### src/rtl/cycseq.sv
// cycseq: memory cycle sequencer. Accepts one bus transfer, splits it into
// memory-width sub-cycles, steps the byte address and handshakes each
// sub-cycle with the memory controller through mreq/memack.
module cycseq (
  input  logic       clk,
  input  logic       resetl,
  input  logic       req,
  input  logic       rw,
  input  logic [1:0] siz,
  input  logic [2:0] a,
  input  logic       mws8,
  input  logic       mws16,
  input  logic       mws64,
  input  logic       memack,
  output logic       ack,
  output logic       mreq,
  output logic       ourack,
  output logic       ba_0,
  output logic       ba_1,
  output logic       ba_2,
  output logic       reads,
  output logic       idle,
  output logic       last
);

  typedef enum logic [1:0] {
    S_IDLE = 2'd0,
    S_CYC  = 2'd1,
    S_DATA = 2'd2
  } state_e;

  state_e     state_q, state_d;
  logic       ack_q,   ack_d;
  logic       rw_q,    rw_d;
  logic [1:0] mbl_q,   mbl_d;   // log2 of memory width in bytes
  logic [2:0] cnt_q,   cnt_d;   // remaining sub-cycles minus one
  logic [2:0] ba_q,    ba_d;

  logic [1:0] mbl_in;
  logic [2:0] low_mask;
  logic [2:0] sba;
  logic [3:0] span;
  logic [2:0] nm1;
  logic [2:0] step;

  // Decode request-time width, aligned start address and sub-cycle count.
  always_comb begin
    if (mws8)       mbl_in = 2'd0;
    else if (mws16) mbl_in = 2'd1;
    else if (mws64) mbl_in = 2'd3;
    else            mbl_in = 2'd2;

    // For siz=3 the shift wraps to 0 and the subtraction yields all ones,
    // which aligns a 64-bit transfer to byte 0.
    low_mask = (3'd1 << siz) - 3'd1;
    sba      = a & ~low_mask;

    span = 4'd1;
    if (siz > mbl_in) span = 4'd1 << (siz - mbl_in);
    nm1  = 3'(span - 4'd1);

    step = 3'd1 << mbl_q;
  end

  // Next-state and datapath update for the IDLE/CYC/DATA sequencer.
  always_comb begin
    state_d = state_q;
    ack_d   = 1'b0;
    rw_d    = rw_q;
    mbl_d   = mbl_q;
    cnt_d   = cnt_q;
    ba_d    = ba_q;
    case (state_q)
      S_IDLE: begin
        if (req) begin
          rw_d    = rw;
          mbl_d   = mbl_in;
          cnt_d   = nm1;
          ba_d    = sba;
          ack_d   = 1'b1;
          state_d = S_CYC;
        end
      end
      S_CYC: begin
        if (memack) state_d = S_DATA;
      end
      S_DATA: begin
        if (cnt_q != 3'd0) begin
          cnt_d   = cnt_q - 3'd1;
          ba_d    = ba_q + step;
          state_d = S_CYC;
        end else begin
          state_d = S_IDLE;
        end
      end
      default: state_d = S_IDLE;
    endcase
  end

  // State and datapath registers with synchronous active-low reset.
  always_ff @(posedge clk) begin
    if (!resetl) begin
      state_q <= S_IDLE;
      ack_q   <= 1'b0;
      rw_q    <= 1'b0;
      mbl_q   <= '0;
      cnt_q   <= '0;
      ba_q    <= '0;
    end else begin
      state_q <= state_d;
      ack_q   <= ack_d;
      rw_q    <= rw_d;
      mbl_q   <= mbl_d;
      cnt_q   <= cnt_d;
      ba_q    <= ba_d;
    end
  end

  assign ack    = ack_q;
  assign mreq   = (state_q == S_CYC);
  assign ourack = (state_q == S_DATA);
  assign idle   = (state_q == S_IDLE);
  assign last   = (cnt_q == 3'd0) && (state_q != S_IDLE);
  assign reads  = rw_q;
  assign ba_0   = ba_q[0];
  assign ba_1   = ba_q[1];
  assign ba_2   = ba_q[2];

endmodule

### config.mk
export PLATFORM = sky130hd
export DESIGN_NAME = cycseq
export DESIGN_NICKNAME = d
export VERILOG_FILES = /design/src/rtl/cycseq.sv
export SDC_FILE = /design/constraint.sdc
export NUM_CORES = 1
export LEC_CHECK = 0
export CAP_MARGIN = 20
export CORE_AREA = 2 2 43 45
export CTS_CLUSTER_DIAMETER = 100
export DETAILED_ROUTE_END_ITERATION = 6
export DIE_AREA = 0 0 45 47
export GPL_ROUTABILITY_DRIVEN = 0
export HOLD_SLACK_MARGIN = 0.1
export PLACE_DENSITY = 0.76
export RECOVER_POWER = 50
export SLEW_MARGIN = 20
export SYNTH_ARGS = -nofsm -noshare
export SYNTH_HDL_FRONTEND = slang
export SYNTH_SLANG_ARGS = --single-unit
### constraint.sdc
create_clock -name clk -period 7.35 [get_ports clk]
set_input_delay 1.8375 -clock clk [delete_from_list [all_inputs] [get_ports clk]]
set_output_delay 1.8375 -clock clk [all_outputs]
set_load 0.02 [all_outputs]
==> summary.md, run 1 <==
| Metric | Value |
|---|---|
| Final ANT Viol Nets | `0` |
| WP data required | `7550 ps` |
| First-pass DRT Iterations | `4` |
| Placed inst area | `951 um^2` |
| Die W | `45 um` |
| Pin count of the biggest net entering global routing | `11` |
| TritonCTS clock tree | `built` |
| DRT Wirelength | `1560 um` |
| Synth top area share | `33.4%` |
| Vias/cell | `5.54` |
| Register area share after synthesis | `33.4%` |
| Critical path's top delay family | `simple AND/OR/NAND/NOR gates` |
| Min-delay worst type | `register to register` |
| Fin Hold WS | `462 ps` |
| Layout cells sized above 1 | `9.43%` |
| GR Util All Layers | `17.8%` |
| Worst path cell trace | `dlygate4sd3_1, nor2_1, nor2_1, ha_1, inv_1, fa_1, nor2b_1, o211ai_1, o21ai_0, ha_1, or4_1, a31oi_1` |
| Setup-failing EPs final | `0` |
| CTS buffer count | `3` |
| Relative slew slack | `60.8%` |
| Worst R2R Setup Slack | `5390 ps` |
| Row cnt | `15` |
| Postcts setup bufs | `0` |
| Worst path bufs/invs | `2` |
| Number of gates resized after cts | `0` |
| # diodes | `0` |
| Worst Hold Endpoint | `reads` |
| Final slew viol count | `0` |
| Fin crit share | `60.4%` |
| Ys flop type | `dfxtp_1` |
| Syn avg cell area | `8.88 um^2` |
| Setup crit end kind | `register` |
| Reg area | `240 um^2` |
| # nets final | `126` |
| CTS max path bufs | `2` |
| Status | `finished clean` |
| Die Height | `47 um` |
| Setup TNS Final | `0 ps` |
| R2R Path End | `cnt_q[2]` |
| Cell area after synthesis | `719 um^2` |
| Critical Path Start Type | `input pin` |
| Later-pin clock latency in the skew report | `270 ps` |
| Worst-path clk slew | `70 ps` |
| Synth Register Bits | `12` |
| Synthesis Warnings | `0` |
| Cells after Synth | `81` |
| Detailed Route Iter0 Violations | `4` |
| Ys async rst share | `0%` |
| WS Path Type | `input pin to register` |
| # hold bufs at CTS | `0` |
| Clk_skew | `1.71 ps` |
| Final HPWL DP | `1260 um` |
| Initial Utilization | `43.6%` |
| Max-cap viol count | `0` |
| Fin area | `981 um^2` |
| Hold Path Stages | `2` |
| IO Pins | `22` |
| Core area | `1650 um^2` |
| Area delta synth->final | `36.3%` |
| Total die area | `2120 um^2` |
| Reg2Reg Depth | `7` |
| Most common cell in the netlist | `dfxtp_1` |
| Fmax | `0.225 GHz` |
| Worst-path fanout max | `3` |
| Met3 WL | `94 um` |
| DRC | `0` |
| Leak | `0.378 nW` |
| Multi-input gate area | `450 um^2` |
| Metal2 WL | `796 um` |
| Largest cells by area after synthesis | `dfxtp_1 (33%), ha_1 (7.0%), a21oi_1 (5.6%)` |
| Layout fillers | `155` |
| Crit-path max cell delay | `540 ps` |
| Final hold violations | `0` |
| Worst vdd ir | `0.152 mV` |
| EDFF count, synth | `0` |
| P per Cell Area | `186 nW/um^2` |
| Total gr overflow | `0` |
| Vias in the first global route | `674` |
| Hold Path Origin | `reads` |
| Commonest cells post-synth | `dfxtp_1 (12), nor2_1 (9), a21oi_1 (8)` |
| Total routed wire length on the met1 layer | `662 um` |
| IO buf count | `21` |
| WL/cell | `12.7 um` |
| Initial antenna violation count | `0` |
| Slowest CP cell | `dlygate4sd3_1` |
| Slew @ Worst Pin | `586 ps` |
| Library cells used by synthesis | `35` |
| CTS root buffer | `clkbuf_4` |
| Vias | `682` |
| Unrepaired setup endpoints after global routing | `no` |
| Fin crit period | `4440 ps` |
| Post-Syn Nets | `100` |
| H-tree levels | `1` |
| Largest area contributor in the netlist | `dfxtp_1` |
| Clock sink count | `12` |
| FF-to-FF Start | `state_q[0]` |
| CP arrival | `4640 ps` |
| First-pass GRT wire length | `2750 um` |
| Max Used Layer | `met4` |
-- routing by layer --
metal | up-vias | GRT usage [%]
met4 | 0 | 4.12
met1 | 317 | 19.9
met2 | 22 | 32.9
li1 | 341 | -
met5 | - | 0
met3 | 2 | 5.77
-- logic make-up after synthesis --
group,count (synthesis),synth area share (%)
flops,12,33.4
compound gates,21,18.8
simple gates,32,27.0
xor+xnor,2,2.44
fa+ha+maj,6,12.5
buf+inv,6,3.13
mux,2,2.78
-- sequential cells by signal (all words and copies together) (netlist names) --
signal	flops
mbl_q	2
reads	1
cnt_q	3
ack	1
ba_q	3
state_q	2
-- power breakdown --
part / total [mW] / internal [mW] / switching (mW)
Combinational: 0.0534 / 0.0273 / 0.0260
Clock: 0.0519 / 0.0301 / 0.0218
Sequential: 0.0772 / 0.0708 / 0.00641
-- layout make-up --
type                            count  share of cell area (%)
Clock buffer                        4                    3.70
Inverter                            6                    2.30
Multi-Input combinational cell     63                    45.9
Sequential cell                    12                    24.5
Tap cell                           17                    2.17
Timing Repair Buffer               21                    21.4
-- placed cells by master (no fill, tap or decap), drive strengths merged, types with 3 or more instances in the layout --
cell type and n:
a211oi 3, a21oi 8, clkbuf 4, clkdlybuf4s50 17, dfxtp 12, dlygate4sd3 4
ha 4, inv 5, nand2 4, nor2 10, nor2b 3, o21ai 3
-- worst register-to-register path: cells and delay by family, from the launching register on --
| kind | cells | cell delay [ps] |
|---|---|---|
| compound gates | 2 | 230 |
| simple gates | 3 | 960 |
| buf+inv | 1 | 100 |
| flops | 1 | 380 |
| fa+ha+maj | 1 | 220 |
-- worst max-delay path by stage --
stage                     startpoint       end  slack, ps  cells past startpoint
after floorplan                mws16  cnt_q[2]       3380                      8
after global placement         mws16  cnt_q[2]       2740                     12
final                          mws16  cnt_q[2]       2910                     12
after CTS                      mws16  cnt_q[2]       2970                     12
after detailed placement       mws16  cnt_q[2]       2690                     12
after global routing           mws16  cnt_q[2]       2700                     12
-- per-stage QoR --
stage	power (mW)	instances	setup WS, ps	util, %
after floorplan	0.111	81	3380	-
after CTS	0.186	123	2970	59.8
after detailed placement	0.134	119	2690	57.6
after global placement	0.132	119	2740	57.6
final	0.182	123	2910	59.4
after global routing	0.196	123	2700	59.4
No activity file was read; power rests on OpenSTA's default activity.
==> run 2: changes to the inputs <==
==> constraint.sdc (replaced) <==
create_clock -name clk -period 4.5 [get_ports clk]
set_input_delay 1.125 -clock clk [delete_from_list [all_inputs] [get_ports clk]]
set_output_delay 1.125 -clock clk [all_outputs]
set_load 0.02 [all_outputs]
==> run 2 against run 1 <==
Net effect:
- die area did not move
- worst hold slack got worse by 4.7 ps
- critical path depth fell by 3
- clock-buffer cell count did not move
- clock power rose by 61%
- largest power group unchanged
==> summary.md, run 2 (same netlist as run 1, synthesis figures left out) <==
| Metric | Value |
|---|---|
| # nets final | `126 (unchanged)` |
| Place WS | `609 ps (-2080 ps)` |
| Leak | `0.378 nW (unchanged)` |
| IO Pins | `22 (unchanged)` |
| First-pass GRT wire length | `2530 um (-8.0%)` |
| Number of gates resized after cts | `0 (unchanged)` |
| Setup crit end kind | `register` |
| Vias in the first global route | `625 (-7.3%)` |
| Final Power | `0.298 mW (+63%)` |
| Multi-input gate area | `450 um^2 (unchanged)` |
| CTS root buffer | `clkbuf_4` |
| Fin crit share | `82.1%` |
| Critical Path Start Type | `input pin` |
| Final ANT Viol Nets | `0 (unchanged)` |
| Vias/cell | `5.49 (-1.0%)` |
| Postcts setup bufs | `0 (unchanged)` |
| Placed cell count | `119 (unchanged)` |
| Slowest CP cell | `dlygate4sd3_1` |
| Total die area | `2120 um^2 (unchanged)` |
| P per Cell Area | `303 nW/um^2 (+63%)` |
| Unrepaired setup endpoints after global routing | `no` |
| Slew @ Worst Pin | `605 ps (+18.4 ps)` |
| Final slew viol count | `0 (unchanged)` |
| Core area | `1650 um^2 (unchanged)` |
| Pin count of the biggest net entering global routing | `11 (unchanged)` |
| WL/cell | `12.9 um (+1.5%)` |
| Final hold violations | `0 (unchanged)` |
| Placed inst area | `951 um^2 (unchanged)` |
| Max-cap viol count | `0 (unchanged)` |
| TritonCTS clock tree | `built` |
| Fin area | `981 um^2 (unchanged)` |
| Row cnt | `15 (unchanged)` |
| Layout fillers | `155 (unchanged)` |
| Setup TNS Final | `0 ps (unchanged)` |
| Clk_skew | `7.02 ps (+5.31 ps)` |
| Worst-path fanout max | `3 (unchanged)` |
| Min-delay worst type | `register to register` |
| IO buf count | `21 (unchanged)` |
| CTS max path bufs | `2 (unchanged)` |
| Total gr overflow | `0 (unchanged)` |
| CTS buffer count | `3 (unchanged)` |
| First-pass DRT Iterations | `4 (unchanged)` |
| Clock sink count | `12 (unchanged)` |
| Fin crit period | `3700 ps` |
| Worst-path clk slew | `70 ps (about the same)` |
| Finished Layout Cells | `123 (unchanged)` |
| DRC | `0 (unchanged)` |
| Worst vdd ir | `0.241 mV (+59%)` |
| Worst path cell trace | `dlygate4sd3_1, or2_2, fa_1, nor2b_1, o211ai_1, o21ai_0, ha_1, or4_1, a31oi_1` |
| Die W | `45 um (unchanged)` |
| Initial Utilization | `43.6% (unchanged)` |
| Layout cells sized above 1 | `9.43% (unchanged)` |
| Status | `finished clean` |
| Fmax | `0.271 GHz` |
| Area delta synth->final | `36.3% (unchanged)` |
| H-tree levels | `1 (unchanged)` |
| Die Height | `47 um (unchanged)` |
| Relative slew slack | `59.5% (-1.2 points)` |
| Later-pin clock latency in the skew report | `270 ps (about the same)` |
| Commonest non-fill, non-tap cell in the layout | `clkdlybuf4s50_1` |
| DRT Wirelength | `1590 um (+1.5%)` |
| Most frequent cells in the layout | `clkdlybuf4s50_1 (17), dfxtp_1 (12), nor2_1 (10)` |
| # diodes | `0 (unchanged)` |
| Crit-path max cell delay | `540 ps (about the same)` |
| Detailed Route Iter0 Violations | `12 (+8)` |
| Largest registers | `ba_q (3), cnt_q (3)` |
| Final HPWL DP | `1260 um (about the same)` |
| GR Util All Layers | `16.8% (-0.99 points)` |
| WS Path Type | `input pin to register` |
| Setup-failing EPs final | `0 (unchanged)` |
| # hold bufs at CTS | `0 (unchanged)` |
| CP arrival | `3900 ps (-740 ps)` |
| WP data required | `4700 ps (-2850 ps)` |
| Reg area | `240 um^2 (unchanged)` |
| Vias | `675 (-1.0%)` |
| Initial antenna violation count | `0 (unchanged)` |
| Final setup margin | `805 ps (-2100 ps)` |
run 2: area by class of cell:
| type | count | area share [%] |
|---|---|---|
| timing repair buffer | 21 | 21.4 |
| clock buffer | 4 | 3.70 |
| multi-input combinational | 63 | 45.9 |
| tap | 17 | 2.17 |
| inverter | 6 | 2.30 |
| sequential | 12 | 24.5 |
run 2: report_power, final:
group	total, mW	internal [mW]	switching [mW]
combinational	0.0879	0.0445	0.0433
sequential	0.126	0.116	0.0105
clock	0.0836	0.0492	0.0344
run 2: critical path, delay by kind of cell:
kind	cells	cell delay [ps]
compound gates	3	470
buf+inv	1	540
fa+ha+maj	2	730
simple gates	3	1030
run 2: path summary, 6_finish.rpt:
check / start / end / slack [ps] / cells after the start
hold reg to reg: reads / reads / 460 / 2
hold / removal: reads / reads / 460 / 2
setup / recovery: mws16 / cnt_q[2] / 800 / 9
setup reg to reg: state_q[0] / cnt_q[2] / 2570 / 7
run 2: per-layer routing:
metal	vias up	track usage [%]	part of all wire, %
met5	-	0	0
met3	2	6.54	6.3
li1	342	-	-
met1	311	17.0	42
met2	20	32.6	51
met4	0	3.53	0.69
run 2: metrics by stage:
| stage | utilization (%) | hold slack (ps) |
|---|---|---|
| detailed placement | 57.6 | 455 |
| finish | 59.4 | 457 |
| global route | 59.4 | 480 |
| floorplan | - | 458 |
| CTS | 59.8 | 465 |
| global placement | 57.6 | 446 |
